**src/rtl/csr_access_unit.sv**
```systemverilog
// Zicsr read-modify-write sequencer in front of the CSR register file.
// Absorbs the file's one-cycle registered read and returns the pre-modification value.
module csr_access_unit #(
  parameter int WORD_LEN      = 32,
  parameter int REG_ADDR_SIZE = 12
) (
  input  logic                     clk,
  input  logic                     rst,
  input  logic                     req_valid,
  output logic                     req_ready,
  input  logic [2:0]               req_funct3,
  input  logic [REG_ADDR_SIZE-1:0] req_addr,
  input  logic [WORD_LEN-1:0]      req_src,
  output logic                     resp_valid,
  input  logic                     resp_ready,
  output logic [WORD_LEN-1:0]      resp_rdata,
  output logic                     resp_illegal,
  output logic [REG_ADDR_SIZE-1:0] csr_addr,
  input  logic [WORD_LEN-1:0]      csr_rdata,
  output logic                     csr_wen,
  output logic [WORD_LEN-1:0]      csr_wdata
);

  typedef enum logic [1:0] {
    S_IDLE   = 2'd0,
    S_READ   = 2'd1,
    S_MODIFY = 2'd2,
    S_RESP   = 2'd3
  } state_e;

  state_e                     state_q, state_d;
  logic [2:0]                 funct3_q, funct3_d;
  logic [REG_ADDR_SIZE-1:0]   addr_q, addr_d;
  logic [WORD_LEN-1:0]        src_q, src_d;
  logic [WORD_LEN-1:0]        resp_rdata_q, resp_rdata_d;
  logic                       resp_illegal_q, resp_illegal_d;

  logic                       funct3_bad_s;
  logic                       wr_req_s;
  logic                       illegal_s;
  logic                       write_ok_s;
  logic [WORD_LEN-1:0]        modified_s;

  // funct3[1:0]: 01 write, 10 set bits, 11 clear bits
  function automatic logic [WORD_LEN-1:0] apply_op(
    input logic [1:0]          op,
    input logic [WORD_LEN-1:0] old_val,
    input logic [WORD_LEN-1:0] src_val
  );
    logic [WORD_LEN-1:0] res;
    case (op)
      2'b01:   res = src_val;
      2'b10:   res = old_val | src_val;
      2'b11:   res = old_val & ~src_val;
      default: res = src_val;
    endcase
    return res;
  endfunction

  // Decode of the latched request: write intent, legality and new value
  always_comb begin
    funct3_bad_s = (funct3_q[1:0] == 2'b00);
    wr_req_s     = (funct3_q[1:0] == 2'b01) || (src_q != {WORD_LEN{1'b0}});
    illegal_s    = funct3_bad_s ||
                   (wr_req_s && (addr_q[REG_ADDR_SIZE-1 -: 2] == 2'b11));
    write_ok_s   = wr_req_s && !illegal_s;
    modified_s   = apply_op(funct3_q[1:0], csr_rdata, src_q);
  end

  // Next-state and CSR-port control
  always_comb begin
    state_d        = state_q;
    funct3_d       = funct3_q;
    addr_d         = addr_q;
    src_d          = src_q;
    resp_rdata_d   = resp_rdata_q;
    resp_illegal_d = resp_illegal_q;
    csr_wen        = 1'b0;
    csr_wdata      = {WORD_LEN{1'b0}};
    case (state_q)
      S_IDLE: begin
        if (req_valid) begin
          funct3_d = req_funct3;
          addr_d   = req_addr;
          src_d    = req_src;
          state_d  = S_READ;
        end else begin
          state_d  = S_IDLE;
        end
      end
      S_READ: begin
        state_d = S_MODIFY;
      end
      S_MODIFY: begin
        // csr_rdata is the registered read of addr_q presented during READ
        csr_wen        = write_ok_s;
        csr_wdata      = write_ok_s ? modified_s : {WORD_LEN{1'b0}};
        resp_rdata_d   = illegal_s ? {WORD_LEN{1'b0}} : csr_rdata;
        resp_illegal_d = illegal_s;
        state_d        = S_RESP;
      end
      S_RESP: begin
        if (resp_ready) begin
          state_d = S_IDLE;
        end else begin
          state_d = S_RESP;
        end
      end
      default: begin
        state_d = S_IDLE;
      end
    endcase
  end

  // State and datapath registers
  always_ff @(posedge clk) begin
    if (rst) begin
      state_q        <= S_IDLE;
      funct3_q       <= 3'b000;
      addr_q         <= {REG_ADDR_SIZE{1'b0}};
      src_q          <= {WORD_LEN{1'b0}};
      resp_rdata_q   <= {WORD_LEN{1'b0}};
      resp_illegal_q <= 1'b0;
    end else begin
      state_q        <= state_d;
      funct3_q       <= funct3_d;
      addr_q         <= addr_d;
      src_q          <= src_d;
      resp_rdata_q   <= resp_rdata_d;
      resp_illegal_q <= resp_illegal_d;
    end
  end

  assign req_ready    = (state_q == S_IDLE);
  assign resp_valid   = (state_q == S_RESP);
  assign resp_rdata   = resp_rdata_q;
  assign resp_illegal = resp_illegal_q;
  assign csr_addr     = addr_q;

endmodule

```
**config.mk**
```make
export PLATFORM = sky130hd
export DESIGN_NAME = csr_access_unit
export DESIGN_NICKNAME = d
export VERILOG_FILES = /design/src/rtl/csr_access_unit.sv
export SDC_FILE = /design/constraint.sdc
export NUM_CORES = 1
export LEC_CHECK = 0
export CAP_MARGIN = 20
export CORE_ASPECT_RATIO = 2
export CORE_UTILIZATION = 45
export CTS_BUF_LIST = sky130_fd_sc_hd__clkbuf_16
export CTS_CLUSTER_SIZE = 14
export DETAILED_ROUTE_END_ITERATION = 8
export PLACE_DENSITY = 0.88
export SETUP_SLACK_MARGIN = 0.3
export SYNTH_ARGS = -nofsm -noshare
export SYNTH_HDL_FRONTEND = slang
export SYNTH_SLANG_ARGS = --single-unit
```
**constraint.sdc**
```tcl
create_clock -name clk -period 2.81 [get_ports clk]
set_input_delay 0.4215 -clock clk [delete_from_list [all_inputs] [get_ports clk]]
set_output_delay 0.4215 -clock clk [all_outputs]
set_load 0.02 [all_outputs]
```
==> results of run 1 <==
state kept, by name, indices dropped and copies added (netlist names):
signal and flops:
src_q 32, funct3_q 2, resp_rdata 32, resp_illegal 1
state_q 2, csr_addr 12
repair_timing:
action	4_1_cts	5_1_grt
endpoints found under the hold margin	0	0
buffers inserted	2	0
setup endpoints to repair	33	33
pin swaps	4	3
gates resized for setup	161	25
metrics by stage:
step	area, µm²	cells	hold WS, ps	power (mW)	worst slack, ps
after floorplan	3660	519	457	1.61	794
after global placement	5330	749	443	1.89	163
after detailed placement	5330	749	453	1.90	152
after CTS	5620	767	441	3.05	300
after global routing	5610	767	469	3.18	237
final	5610	767	462	3.05	368
cell families (layout without fill, tap and decap cells):
| family | Yosys count | count (layout) |
|---|---|---|
| and+or+nand+nor | 283 | 283 |
| AOI/OAI and AO/OA | 115 | 115 |
| DFF | 81 | 81 |
| buffers and inverters | 40 | 192 |
placed cells by master, fill, tap and decap left out, drive strengths merged:
cell / netlist / routed
a2111oi: 1 / 1
a21oi: 112 / 112
and2: 3 / 3
and3: 2 / 2
buf: 15 / 45
bufinv: 0 / 1
clkbuf: 24 / 10
clkdlybuf4s15: 0 / 2
clkdlybuf4s50: 0 / 127
clkinv: 0 / 3
clkinvlp: 0 / 2
dfxtp: 81 / 81
inv: 1 / 2
nand2: 193 / 193
nand2b: 1 / 1
nand3: 1 / 1
nand3b: 1 / 1
nand4: 1 / 1
nor2: 36 / 36
nor2b: 2 / 2
nor3: 34 / 34
nor4: 8 / 8
o21ai: 1 / 1
o32a: 1 / 1
or2: 1 / 1
routing by layer:
layer / vias to the layer above / track usage
li1: 2009 / -
met1: 1987 / 0.297
met2: 205 / 0.534
met3: 37 / 0.0572
met4: 0 / 0.173
met5: - / 0
worst max-delay path, delay by kind of cell (launching register included):
kind / cells / cell delay (ps)
and+or+nand+nor: 3 / 630
buffers and inverters: 3 / 530
DFF: 1 / 360
AOI/OAI and AO/OA: 1 / 170
path summary, 6_finish.rpt:
path | from | endpoint | slack (ps)
setup / recovery | src_q[19] | csr_wdata[7] | 370
hold / removal | csr_addr[1] | csr_addr[1] | 460
setup reg to reg | src_q[29] | resp_rdata[3] | 780
hold reg to reg | csr_addr[1] | csr_addr[1] | 460
final cells by class:
cell class	count	area [µm²]	area share
inverters	1	3.75	0.000669
repair buffers	175	1600	0.285
well taps	96	120	0.0214
clock inverters	7	62.6	0.0112
flip-flops and latches	81	1630	0.290
multi-input cells	398	1970	0.352
clock buffers	9	225	0.0402
report_power, final:
group / internal (mW) / switching [mW] / total (mW)
clock network: 0.678 / 0.451 / 1.13
registers: 1.22 / 0.0738 / 1.30
logic: 0.294 / 0.334 / 0.628
==> impl_metrics.tcl, run 1 <==
set metrics [dict create \
    status "completed" \
    worst_pin_slew_ps 1030 \
    synth_seq_cells 81 \
    ios 163 \
    tritoncts "done" \
    yosysMostFrequentCell "nand2_1" \
    crit_path_end_kind "output pin" \
    vdd_drop_max_v 0.000397 \
    gp_congestion 0.805 \
    cp_max_fo 18 \
    die_w_um 65.8 \
    clk_pin_slew_ps 60 \
    drtIter0Drc 239 \
    period_needed_ps 2440 \
    drt-total-wl_um 12500 \
    cp.required_ps 2390 \
    final_core_util 0.711 \
    hold_violations 0 \
    syn-num-nets 602 \
    synth_ff_type "dfxtp_1" \
    antenna_found_initial 0 \
    cts-htree-levels 3 \
    synth_compound_area_frac 0.190 \
    setup_viol 0 \
    yosysSeqAreaShare 0.443 \
    syn_inst 519 \
    synth_enable_flop_cells 0 \
    grt_pass1_vias 4010 \
    path_class "flip-flop to output pin" \
    syn_area_um2 3660 \
    maxCapViolations 0 \
    synth_top_family_by_area "simple AND/OR/NAND/NOR gates" \
    fin_skew_ps 7.36 \
    clk_latency_ps 330 \
    grt_max_degree 47 \
    slew_headroom 0.311 \
    cp_slowest_stage_delay_ps 360 \
    synthMuxAreaShare 0 \
    via_per_inst 5.53 \
    drive_gt1_frac 0.164 \
    synth.area.top_cells "dfxtp_1 (44%), nand2_1 (20%), a21oi_1 (11%)" \
    port_buffers 161 \
    synth_simple_gate_area_share 0.317 \
    grt_usage 0.293 \
    synth_top_area_frac 0.443 \
    coreArea_um2 7890 \
    grt-ovfl-total 0 \
    whs_path_depth 2 \
    drc 0 \
    rsz0062_at_grt "true" \
    initial_core_util 0.465 \
    ys_types 24 \
    crit_slowest_cell "dfxtp_1" \
    crit_arrival_ps 2020 \
    power-per-cell-area_nw_per_um2 544 \
    grt_pass1_wl_um 19000 \
    synthAdderAreaFrac 0 \
    finalCritPeriodShare 0.869 \
    cts_hold_buf 0 \
    hold_class "flip-flop to flip-flop" \
    vias 4238 \
    nNetsFinal 749 \
    n_antenna_cell 0 \
    synthXorXnorAreaFrac 0 \
    area_delta_synth_final_pct 53.1 \
    routed-wl-met3_um 718 \
    worstSetupStartpointType "flip-flop" \
    setup_tns_ps 0 \
    hpwl_um 8780 \
    row_count 46 \
    numCtsBuffers 9 \
    ant_nets 0 \
    drt_first_pass_iters 5 \
    die_y_um 130 \
    max_freq_ghz 0.410 \
    clkSinkCount 81 \
    met1Wirelength_um 4320 \
    ff2ff_path_depth 4 \
    p_leak_nw 2.09 \
    clockRootBuffer "clkbuf_16" \
    final-max-slew-violation-count 0 \
    wl_per_cell_um 16.3 \
    crit_chain "nor4_4 -> o21ai_1 -> nor3_4 -> buf_4 -> buf_12 -> nor3_1 -> clkdlybuf4s15_2" \
    avgSynthCellArea_um2 7.06 \
    highest_layer "met4" \
    dieArea_um2 8530 \
    cts_buffer_depth 2 \
    synthArstFlopShare 0 \
    synth_commonest_cells "nand2_1 (193), a21oi_1 (82), dfxtp_1 (81)" \
    yosysWarningCount 0 \
    num-fill-cells 653 \
    synth_top_area_cell "dfxtp_1" \
    wl_met2_um 6930 \
]
(Power assumes the default switching activity.)
==> run 2, diff against run 1 <==
- SLEW_MARGIN: not set -> 10
- TNS_END_PERCENT: not set -> 20
==> run 2 against run 1 <==
Via count down 0.80%; core utilization up 0.87 points; design area up 1.2%; clock-buffer cell count unchanged; clock skew down 1.1 ps; first-iteration DRC count up 13%; critical path type unchanged; largest power group unchanged; highest routed layer unchanged.
==> impl_metrics.tcl, run 2 (synthesized netlist as in run 1, its figures left out) <==
set metrics [dict create \
    status "completed" \
    hold_start "rst" \
    mostFrequentLayoutCell "nand2_1" \
    fin_area_um2 5680 \
    ant_nets 0 \
    setup_tns_ps 0 \
    crit_slowest_cell "dfxtp_1" \
    worst_pin_slew_ps 1030 \
    die_w_um 65.8 \
    cp_slowest_stage_delay_ps 360 \
    rsz0062_at_grt "true" \
    whs_endpoint "src_q[13]" \
    timing.rr.start "src_q[11]" \
    crit_path_end_kind "output pin" \
    hold_ws_ps 458 \
    ios 163 \
    crit_chain "nor4_4 -> o21ai_1 -> nor3_4 -> buf_4 -> buf_8 -> nor3_1 -> clkdlybuf4s15_2" \
    hold_class "primary input to flip-flop" \
    critical_path.top_delay_family "simple AND/OR/NAND/NOR gates" \
    p_clk_frac 0.373 \
    vias 4204 \
    fin_skew_ps 6.27 \
    grt_pass1_vias 3998 \
    slew_headroom 0.312 \
    cts_hold_buf 0 \
    swShare 0.282 \
    pre_cts_slack_ps 152 \
    drt-total-wl_um 12500 \
    rr_endpoint "resp_rdata[3]" \
    final-max-slew-violation-count 0 \
    p_seq_frac 0.423 \
    clkSinkCount 81 \
    hpwl_um 8780 \
    n_antenna_cell 0 \
    cts_buffer_depth 2 \
    vdd_drop_max_v 0.000377 \
    ff2ff_path_depth 4 \
    clk_latency_ps 340 \
    drt_first_pass_iters 4 \
    coreArea_um2 7890 \
    nNetsFinal 749 \
    reg2reg_slack_ps 760 \
    max_freq_ghz 0.403 \
    drive_gt1_frac 0.164 \
    cell_internal_pwr_mw 2.19 \
    wl_per_cell_um 16.3 \
    clk_pin_slew_ps 60 \
    gp_congestion 0.805 \
    antenna_found_initial 0 \
    drc 0 \
    path_class "flip-flop to output pin" \
    grt_max_degree 47 \
    finalCritPeriodShare 0.884 \
    grt_usage 0.293 \
    p_comb_frac 0.204 \
    clockRootBuffer "clkbuf_16" \
    worstSetupStartpointType "flip-flop" \
    setup_viol 0 \
    crit_arrival_ps 2060 \
    row_count 46 \
    numCtsBuffers 9 \
    cts-htree-levels 3 \
    p_leak_nw 2.05 \
    hold_violations 0 \
    drtIter0Drc 271 \
    period_needed_ps 2480 \
    layout_common_cells "nand2_1 (191), clkdlybuf4s50_1 (127), a21oi_1 (82), dfxtp_1 (78), nor2_1 (36)" \
    port_buffers 161 \
    power-per-cell-area_nw_per_um2 537 \
    cp.required_ps 2390 \
    grt-ovfl-total 0 \
    grt_pass1_wl_um 19000 \
    initial_core_util 0.465 \
    die_y_um 130 \
    cp_max_fo 16 \
    p_total_mw 3.05 \
    via_per_inst 5.48 \
    post_dp_cell_area_um2 5330 \
    setup_ws_ps 326 \
    area_delta_synth_final_pct 55.0 \
    crit_buf_inv 3 \
    maxCapViolations 0 \
    tritoncts "done" \
    whs_path_depth 2 \
    p_switching_mw 0.861 \
    dieArea_um2 8530 \
]
[run 2: final cells by class]
cell class	instances	area (µm²)
fill	639	2210
tap	96	120
multi-input combinational	398	1950
timing repair buffer	175	1690
inverter	1	3.75
sequential	81	1630
clock inverter	7	62.6
clock buffer	9	225
[run 2: metrics by stage]
step / instances / util
final: 767 / 0.720
after global routing: 767 / 0.720
after CTS: 767 / 0.719
after detailed placement: 749 / 0.675
after global placement: 749 / 0.675
after floorplan: 519 / -
[run 2: worst max-delay path by stage]
stage	start	end	slack, ps	cells past startpoint
global placement	src_q[18]	csr_wdata[17]	160	6
finish	src_q[19]	csr_wdata[13]	330	7
floorplan	state_q[1]	csr_wdata[10]	790	6
global route	src_q[7]	csr_wdata[28]	210	7
CTS	src_q[29]	csr_wdata[21]	220	7
detailed placement	src_q[18]	csr_wdata[17]	150	6
[run 2: layer usage]
metal / part of all wire / vias up / GRT usage
li1: - / 2006 / -
met1: 0.35 / 1959 / 0.301
met2: 0.55 / 190 / 0.526
met3: 0.057 / 49 / 0.0616
met4: 0.049 / 0 / 0.174
met5: 0 / - / 0
[run 2: power by group through the flow]
stage               Sequential, mW  Combinational [mW]  Clock (mW)
detailed placement            1.30               0.599           0
global placement              1.30               0.584           0
floorplan                     1.34               0.278           0
global route                  1.30               0.674        1.20
finish                        1.29               0.622        1.14
CTS                           1.28               0.609        1.16
[run 2: timing repair]
| action | 4_1_cts | 5_1_grt |
|---|---|---|
| setup endpoints to repair | 33 | 33 |
| resized for setup | 141 | 25 |
| setup buffers | 2 | 0 |
| pin swaps | 3 | 5 |
[run 2: worst reg2reg max path, stage by stage (launching register included)]
cell and delay (ps):
dfxtp_2 350, nor4_2 310, nand4_1 240, o32a_2 800, a21oi_2 280
==> run 3, diff against run 2 <==
- ABC_AREA: not set -> 1
- CORE_UTILIZATION: 45 -> 46
- PLACE_DENSITY: 0.88 -> 0.89
==> run 3 against run 2 <==
First-iteration DRC count grew 3.7%; largest power group unchanged; total power up 15%; clock skew down 1.8 ps; die area up 3.0%; non-clock buffer count down 4; register-to-register slack better by 210 ps; sequential cell count stayed put; critical path type unchanged; via count rose by 1.2%; worst hold slack better by 26 ps; synthesized cell count rose by 6.2%; design area up 2.7%.
==> impl_metrics.tcl, run 3 <==
set metrics [dict create \
    fin_skew_ps 4.44 \
    antenna_found_initial 0 \
    nNetsFinal 777 \
    p_switching_mw 1.05 \
    yosysWarningCount 0 \
    maxCapViolations 0 \
    yosysMostFrequentCell "nor2_1" \
    synth_ff_type "dfxtp_1" \
    grt_max_degree 83 \
    synth_commonest_cells "nor2_1 (106), dfxtp_1 (81), inv_1 (73)" \
    drc 0 \
    drt-total-wl_um 12400 \
    ios 163 \
    initial_core_util 0.469 \
    tritoncts "done" \
    drive_gt1_frac 0.0773 \
    seqCellArea_um2 1620 \
    hold_ws_ps 485 \
    cp_max_fo 17 \
    num-fill-cells 711 \
    synthMuxAreaShare 0 \
    path_class "flip-flop to output pin" \
    p_leak_nw 2.43 \
    period_needed_ps 2630 \
    hold_class "flip-flop to flip-flop" \
    post_dp_cell_area_um2 5470 \
    finalCritPeriodShare 0.937 \
    yosysSeqAreaShare 0.420 \
    die_y_um 132 \
    fin_area_um2 5830 \
    via_per_inst 5.34 \
    crit_chain "nand2_4 -> clkinvlp_4 -> buf_4 -> o21ai_0 -> inv_1 -> nor2_1 -> clkdlybuf4s50_1" \
    crit_slowest_cell "clkdlybuf4s50_1" \
    cell_internal_pwr_mw 2.45 \
    synthArstFlopShare 0 \
    synth_seq_cells 81 \
    synth_simple_gate_area_share 0.216 \
    clk_latency_ps 340 \
    grt_usage 0.296 \
    crit_path_end_kind "output pin" \
    worst_pin_slew_ps 926 \
    slew_headroom 0.382 \
    drt_first_pass_iters 4 \
    crit_arrival_ps 2210 \
    ys_types 20 \
    p_total_mw 3.50 \
    drtIter0Drc 281 \
    avgSynthCellArea_um2 7.01 \
    clk_pin_slew_ps 60 \
    synthAdderAreaFrac 0 \
    synth_top_area_frac 0.420 \
    clockRootBuffer "clkbuf_16" \
    synth_enable_flop_cells 0 \
    dpl.cell_count 778 \
    area_delta_synth_final_pct 50.9 \
    n_antenna_cell 0 \
    layout_common_cells "clkdlybuf4s50_1 (150), nor2_1 (105), dfxtp_1 (81), inv_1 (70), o21ai_0 (62)" \
    rsz0062_at_grt "true" \
    grt-ovfl-total 0 \
    synth.area.top_cells "dfxtp_1 (42%), nor2_1 (10%), o21ai_0 (8.0%)" \
    multi_input_area_um2 1780 \
    cp.required_ps 2390 \
    vdd_drop_max_v 0.000480 \
    p_seq_frac 0.387 \
    swShare 0.300 \
    mostFrequentLayoutCell "clkdlybuf4s50_1" \
    cts_buffer_depth 2 \
    setup_tns_ps 0 \
    status "completed" \
    grt_pass1_vias 4114 \
    coreArea_um2 8230 \
    hpwl_um 8880 \
    final-max-slew-violation-count 0 \
    setup_viol 0 \
    ant_nets 0 \
    synth_top_area_cell "dfxtp_1" \
    syn_area_um2 3860 \
    p_clk_frac 0.348 \
    synth_top_family_by_area "compound AO/OA/AOI/OAI gates" \
    port_buffers 161 \
    max_freq_ghz 0.380 \
    synth_compound_area_frac 0.242 \
    vias 4255 \
    die_w_um 66.8 \
    power-per-cell-area_nw_per_um2 601 \
    row_count 47 \
    gp_congestion 0.831 \
    instances_no_fill 797 \
    cts-htree-levels 3 \
    hold_violations 0 \
    cp_slowest_stage_delay_ps 620 \
    syn_inst 551 \
    numCtsBuffers 9 \
    synthXorXnorAreaFrac 0 \
    wl_per_cell_um 15.5 \
    p_comb_frac 0.264 \
    syn-num-nets 634 \
    dieArea_um2 8790 \
    clkSinkCount 81 \
    grt_pass1_wl_um 19500 \
    worstSetupStartpointType "flip-flop" \
]
==> run 3: cell count changes after synthesis, sizes merged, moves of 16 or more <==
cell and delta:
inv +73, o21ai +61, a21oi -61, o31ai +16
nand2 -145, nor2 +70, nor3 -34, o211ai +32
nand3 +20, or2 +17
==> run 3: logic make-up after synthesis <==
group | after synthesis
AO/OA/AOI/OAI | 161
buffers and inverters | 113
AND/OR/NAND/NOR | 196
flip-flops | 81
==> run 3: final cells by class <==
| cell class | instances | share of cell area |
|---|---|---|
| clock buffers | 9 | 0.0386 |
| multi-input cells | 357 | 0.305 |
| clock inverters | 7 | 0.0148 |
| well taps | 98 | 0.0210 |
| inverters | 74 | 0.0487 |
| flip-flops and latches | 81 | 0.278 |
| repair buffers | 171 | 0.294 |
==> run 3: layer usage <==
layer | wire, µm | vias to the layer above | track usage | share of wire
li1 | - | 2087 | - | -
met1 | 4180 | 1943 | 0.281 | 0.34
met2 | 6670 | 180 | 0.521 | 0.54
met3 | 748 | 45 | 0.0677 | 0.060
met4 | 790 | 0 | 0.221 | 0.064
met5 | 0 | - | 0 | 0
==> run 3: power groups by stage <==
| stage | Combinational, mW | Sequential, mW | Clock, mW |
|---|---|---|---|
| 2_1_floorplan | 0.462 | 1.45 | 0 |
| 3_3_place_gp | 0.888 | 1.37 | 0 |
| 3_5_place_dp | 0.916 | 1.38 | 0 |
| 4_1_cts | 0.925 | 1.36 | 1.24 |
| 5_1_grt | 1.02 | 1.37 | 1.29 |
| 6_report | 0.926 | 1.36 | 1.22 |
==> run 3: per-stage QoR <==
stage	worst slack (ps)	utilization
finish	178	0.708
global route	10.3	0.708
CTS	144	0.706
detailed placement	333	0.664
global placement	386	0.664
floorplan	1040	-
==> run 3: repair_timing <==
action                                  4_1_cts  5_1_grt
hold buffers                                  0        0
gates resized for setup                       8        8
setup buffers                                 3        0
cloned                                        0        0
endpoints found under the setup margin       33       33
==> run 3: path summary, 6_finish.rpt <==
check / from / endpoint / slack, ps / cells after the start
setup reg to reg: state_q[1] / resp_rdata[21] / 970 / 7
setup / recovery: funct3_q[1] / csr_wdata[31] / 180 / 7
hold reg to reg: csr_addr[4] / csr_addr[4] / 480 / 2
hold / removal: csr_addr[4] / csr_addr[4] / 480 / 2
==> run 3: worst max-delay path: cells and delay by family, from the launching register on <==
family                 cells  cell delay [ps]
AO/OA/AOI/OAI              1              170
buffers and inverters      4             1000
flip-flops                 1              370
AND/OR/NAND/NOR            2              330
